`src/rtl/prange.sv`:
```
`default_nettype none
// ============================================================================
// Module   : prange
// Purpose  : Python-style range() generator streaming {index, value} pairs
//            through a small output FIFO with ready/valid handshake.
// Revision : 1.0  initial release
// ============================================================================
module prange #(
    parameter int WIDTH = 32,
    parameter int DEPTH = 2
) (
    input  logic                    _clock,
    input  logic                    _reset,
    input  logic                    _start,
    input  logic                    _ready,
    input  logic signed [WIDTH-1:0] base,
    input  logic signed [WIDTH-1:0] limit,
    input  logic signed [WIDTH-1:0] step,
    output logic                    _valid,
    output logic                    _done,
    output logic                    _error,
    output logic        [WIDTH-1:0] _0,
    output logic signed [WIDTH-1:0] _1
);

    localparam int c_AW = $clog2(DEPTH);

    typedef enum logic [1:0] {
        IDLE  = 2'd0,
        RUN   = 2'd1,
        DRAIN = 2'd2,
        DONE  = 2'd3
    } state_t;

    state_t                  r_state;
    state_t                  w_state_nxt;
    logic signed [WIDTH-1:0] r_value;
    logic signed [WIDTH-1:0] r_limit;
    logic signed [WIDTH-1:0] r_step;
    logic        [WIDTH-1:0] r_index;
    logic                    r_error;

    logic [WIDTH-1:0] r_mem_idx [DEPTH];
    logic [WIDTH-1:0] r_mem_val [DEPTH];
    logic [c_AW:0]    r_wptr;
    logic [c_AW:0]    r_rptr;

    logic             w_empty;
    logic             w_full;
    logic             w_pop;
    logic             w_can_push;
    logic             w_push;
    logic             w_load;
    logic             w_err_set;
    logic             w_step_zero;
    logic             w_in_range;
    logic [WIDTH:0]   w_sum;
    logic             w_ovf;

    assign w_empty    = (r_wptr == r_rptr);
    assign w_full     = (r_wptr[c_AW] != r_rptr[c_AW]) &&
                        (r_wptr[c_AW-1:0] == r_rptr[c_AW-1:0]);
    assign w_pop      = !w_empty && _ready;
    assign w_can_push = !w_full || w_pop;

    assign w_step_zero = (r_step == '0);
    assign w_in_range  = r_step[WIDTH-1] ? (r_value > r_limit) : (r_value < r_limit);

    // Sign-extended sum: a disagreement between the top two bits is a signed overflow.
    assign w_sum = {r_value[WIDTH-1], r_value} + {r_step[WIDTH-1], r_step};
    assign w_ovf = w_sum[WIDTH] ^ w_sum[WIDTH-1];

    always_comb begin
        w_state_nxt = r_state;
        w_push      = 1'b0;
        w_load      = 1'b0;
        w_err_set   = 1'b0;
        case (r_state)
            IDLE, DONE: begin
                if (_start) begin
                    w_load      = 1'b1;
                    w_state_nxt = RUN;
                end
            end
            RUN: begin
                if (w_step_zero) begin
                    w_err_set   = 1'b1;
                    w_state_nxt = DRAIN;
                end else if (!w_in_range) begin
                    w_state_nxt = DRAIN;
                end else if (w_can_push) begin
                    w_push = 1'b1;
                    // The element just pushed is the last representable one.
                    if (w_ovf) begin
                        w_state_nxt = DRAIN;
                    end
                end
            end
            DRAIN: begin
                if (w_empty) begin
                    w_state_nxt = DONE;
                end
            end
            default: w_state_nxt = IDLE;
        endcase
    end

    always_ff @(posedge _clock or negedge _reset) begin
        if (!_reset) begin
            r_state <= IDLE;
            r_value <= '0;
            r_limit <= '0;
            r_step  <= '0;
            r_index <= '0;
            r_error <= 1'b0;
        end else begin
            r_state <= w_state_nxt;
            if (w_load) begin
                r_value <= base;
                r_limit <= limit;
                r_step  <= step;
                r_index <= '0;
                r_error <= 1'b0;
            end else begin
                if (w_push) begin
                    r_value <= w_sum[WIDTH-1:0];
                    r_index <= r_index + 1'b1;
                end
                if (w_err_set) begin
                    r_error <= 1'b1;
                end
            end
        end
    end

    always_ff @(posedge _clock or negedge _reset) begin
        if (!_reset) begin
            r_wptr <= '0;
            r_rptr <= '0;
            for (int i = 0; i < DEPTH; i++) begin
                r_mem_idx[i] <= '0;
                r_mem_val[i] <= '0;
            end
        end else begin
            if (w_push) begin
                r_mem_idx[r_wptr[c_AW-1:0]] <= r_index;
                r_mem_val[r_wptr[c_AW-1:0]] <= r_value;
                r_wptr                      <= r_wptr + 1'b1;
            end
            if (w_pop) begin
                r_rptr <= r_rptr + 1'b1;
            end
        end
    end

    assign _valid = !w_empty;
    assign _done  = (r_state == DONE);
    assign _error = r_error;
    assign _0     = r_mem_idx[r_rptr[c_AW-1:0]];
    assign _1     = r_mem_val[r_rptr[c_AW-1:0]];

endmodule
`default_nettype wire

```
`config.mk`:
```
export PLATFORM = sky130hd
export DESIGN_NAME = prange
export DESIGN_NICKNAME = d
export VERILOG_FILES = /design/src/rtl/prange.sv
export SDC_FILE = /design/constraint.sdc
export NUM_CORES = 1
export LEC_CHECK = 0
export BUFFER_PORTS_ARGS = -buffer_cell sky130_fd_sc_hd__buf_2
export CAP_MARGIN = 25
export CORE_UTILIZATION = 55
export CTS_BUF_LIST = sky130_fd_sc_hd__clkbuf_16
export DETAILED_ROUTE_END_ITERATION = 10
export PLACE_DENSITY = 0.87
export SYNTH_ARGS = -nofsm -noshare
export SYNTH_HDL_FRONTEND = slang
export SYNTH_SLANG_ARGS = --single-unit
```
`constraint.sdc`:
```
create_clock -name _clock -period 8.8 [get_ports _clock]
set_input_delay 1.76 -clock _clock [delete_from_list [all_inputs] [get_ports _clock]]
set_output_delay 1.76 -clock _clock [all_outputs]
set_load 0.01 [all_outputs]
```
==> flow_metrics.py <==
metrics = {
    "timing": {
        "hold_viol": 0,
        "holdWs_ps": 480,
        "fin_setup_tns_ps": 0,
        "rsz0062_at_grt": "no",
        "tightestPinTransition_ps": 1100,
        "setup_viol": 0,
        "fin_crit_sh": 0.550,
        "fmax_mhz": 207,
        "slew_violations": 0,
        "skew_ps": 9.91,
        "period_needed_ps": 4840,
        "relSlewSlack": 0.268,
    },
    "worst_setup_path": {
        "r2r_start": "r_value[31]",
        "start_kind": "flip-flop",
        "rr_worst_depth": 11,
        "critPathKind": "flip-flop to flip-flop",
        "required_ps": 9210,
        "critPathArrivalTime_ps": 5250,
        "crit_end": "r_mem_val[22]",
        "crit_slowest_cell": "and2_2",
        "crit_fanout": 38,
        "r2r-end": "r_mem_val[22]",
        "cp-end-kind": "flip-flop",
        "regToRegSetupSlack_ps": 3960,
        "crit_start": "r_value[31]",
        "crit_chain": "ha_1 -> nand4_1 -> nor4_1 -> nor2_1 -> or2_2 -> o32ai_1 -> o21ai_2 -> nor2_2 -> and2_2 -> buf_4 -> mux2_2",
        "critPathMaxStageDelay_ps": 690,
    },
    "global_route": {
        "antenna_found_initial": 1,
        "track_usage": 0.268,
        "grt_max_degree": 132,
        "grt_first_pass_wirelength_mm": 55.8,
        "grt_pass1_vias": 10900,
        "grt_overflow_total": 0,
    },
    "yosys": {
        "synth_edf_count": 0,
        "synth_area_leaders": "dfrtp_1, mux2_2, nand2_1",
        "syn_avg_cell_area_um2": 10.3,
        "ys_ff_latch": 263,
        "syn_inst": 1355,
        "synth_top_area_share": 0.472,
        "ys.flop_type": "dfrtp_1",
        "yosysTopAreaCell": "dfrtp_1",
        "ys_types": 63,
        "syn_nets": 1524,
        "synth_area_mm2": 0.0140,
        "synth-seq-area-share": 0.472,
        "ys_warn_count": 0,
        "async_flop_share": 1.00,
    },
    "cells_and_area": {
        "final_core_util": 0.645,
        "layout_common_cells": "dfrtp_1, nand2_1, mux2_2",
        "nets": 1664,
        "areaGrowthSynthToFinish_pct": 13.8,
        "fillers": 1885,
        "final_common_cell": "dfrtp_1",
        "final_layout_size_suffix_gt1_frac": 0.274,
    },
    "die": {
        "io_pins": 167,
        "core-area_mm2": 0.0246,
        "start_util": 0.567,
        "rows": 57,
        "die_x_um": 161,
        "dieArea_mm2": 0.0260,
        "die_h_um": 161,
    },
    "clock_tree": {
        "htree_num_levels": 1,
        "clock_path_buffers": 3,
        "cts.sinks": 263,
        "cts_resized": 0,
        "cts_setup_buffers": 0,
        "clkTransAtPathRegs_ps": 60,
        "cts_tree": "built",
        "cts_hold_buffers": 0,
        "insertion_delay_ps": 530,
        "cts_buffers": 27,
        "clock-root-buffer": "clkbuf_16",
    },
    "place": {
        "dp_hpwl_mm": 23.0,
        "io_buffers": 166,
        "place_congestion": 0.912,
    },
    "power": {
        "peakVddDrop_mv": 0.270,
        "p_leak_nw": 7.72,
        "power.density_mw_per_mm2": 412,
    },
    "drt": {
        "drt-pass1-iter-count": 7,
        "drc": 0,
        "first_iter_violations": 778,
        "vias_per_cell": 5.87,
        "vias": 10800,
        "drt_wl_total_mm": 34.3,
        "detail_route.wl_per_cell_um": 18.7,
        "ant_nets": 0,
    },
    "status": {
        "status": "finished clean",
    },
    "hold_path": {
        "hold_path.class": "flip-flop to flip-flop",
    },
    "job": {
        "maxCapViolations": 0,
    },
}
-- metrics by stage --
stage | area, um^2 | setup WS, ps | power [mW] | cells
after global placement | 14900 | 4160 | 5.22 | 1787
after floorplan | 14000 | 5560 | 4.49 | 1355
after CTS | 15800 | 4050 | 6.50 | 1837
after global routing | 15900 | 3770 | 7.01 | 1840
after detailed placement | 15000 | 4110 | 5.34 | 1788
final | 15900 | 3960 | 6.54 | 1840
-- synthesized netlist by cell type (5+ instances only) --
library cell	instances
clkbuf_1	34
a21o_1	13
mux2_1	7
buf_1	12
mux2i_1	6
nor4_1	21
a21oi_1	67
nand4_1	18
o21ai_0	63
and2_1	5
nand2_1	238
a31oi_1	29
nand2b_1	8
o21a_1	7
ha_1	68
buf_4	7
xnor2_1	40
buf_6	7
dfrtp_1	263
nor2_1	74
nand3_1	18
and3_1	14
mux2_2	186
o211ai_1	6
nor3_1	19
xor2_1	13
inv_1	49
-- power breakdown --
part           switching (mW)  total [mW]  internal [mW]  leakage (nW)
clock network           0.473        1.12          0.646         0.433
registers               0.353        1.98           1.62          3.34
logic                    2.00        3.45           1.44          3.94
-- critical path: cells and delay by family, from the launching register on --
kind / cells / cell delay (ps)
DFF: 1 / 440
muxes: 1 / 410
adders and majority gates: 1 / 430
AOI/OAI and AO/OA: 2 / 620
buffers and inverters: 1 / 610
and+or+nand+nor: 6 / 2180
-- layout make-up --
type	count	area (um^2)	share of cell area
Inverter	49	184	0.0116
Antenna cell	1	2.50	0.000158
Tap cell	324	405	0.0255
Multi-Input combinational cell	979	6880	0.433
Clock buffer	27	676	0.0425
Sequential cell	263	6580	0.415
Clock inverter	22	186	0.0117
Timing Repair Buffer	175	961	0.0605
-- registers in the layout, summed over array words and instances, names as in the netlist --
name and count:
r_rptr 2, r_state 2, r_index 32, r_value 32
r_wptr 2, r_mem_idx 64, r_limit 32, r_mem_val 64
r_step 32, _error 1
-- worst min-delay path by stage --
stage	from	to	slack (ps)	cells past startpoint
after CTS	r_mem_val[7]	r_mem_val[7]	480	1
final	r_mem_val[44]	r_mem_val[44]	480	1
after detailed placement	r_mem_val[7]	r_mem_val[7]	470	1
after global routing	r_mem_val[7]	r_mem_val[7]	500	1
after floorplan	r_limit[0]	r_limit[0]	450	2
after global placement	r_mem_val[7]	r_mem_val[7]	460	1
-- cells by family (layout without fill, tap and decap cells) --
logic type,Yosys count,count (layout),share of synthesized area
simple gates,436,436,0.139
buf+inv,113,273,0.0364
xor+xnor,53,53,0.0333
other cells,0,1,0
flops,263,263,0.472
fa+ha+maj,69,69,0.0624
compound gates,222,222,0.0973
mux,199,199,0.160
-- metal layers --
layer / track usage / vias up / routed length, um
met2: 0.439 / 377 / 16200
li1: - / 5034 / -
met5: 0 / - / 0
met3: 0.0406 / 96 / 1990
met4: 0.101 / 0 / 1230
met1: 0.362 / 5297 / 14900
Note: power is estimated with default switching activity, not from simulation.
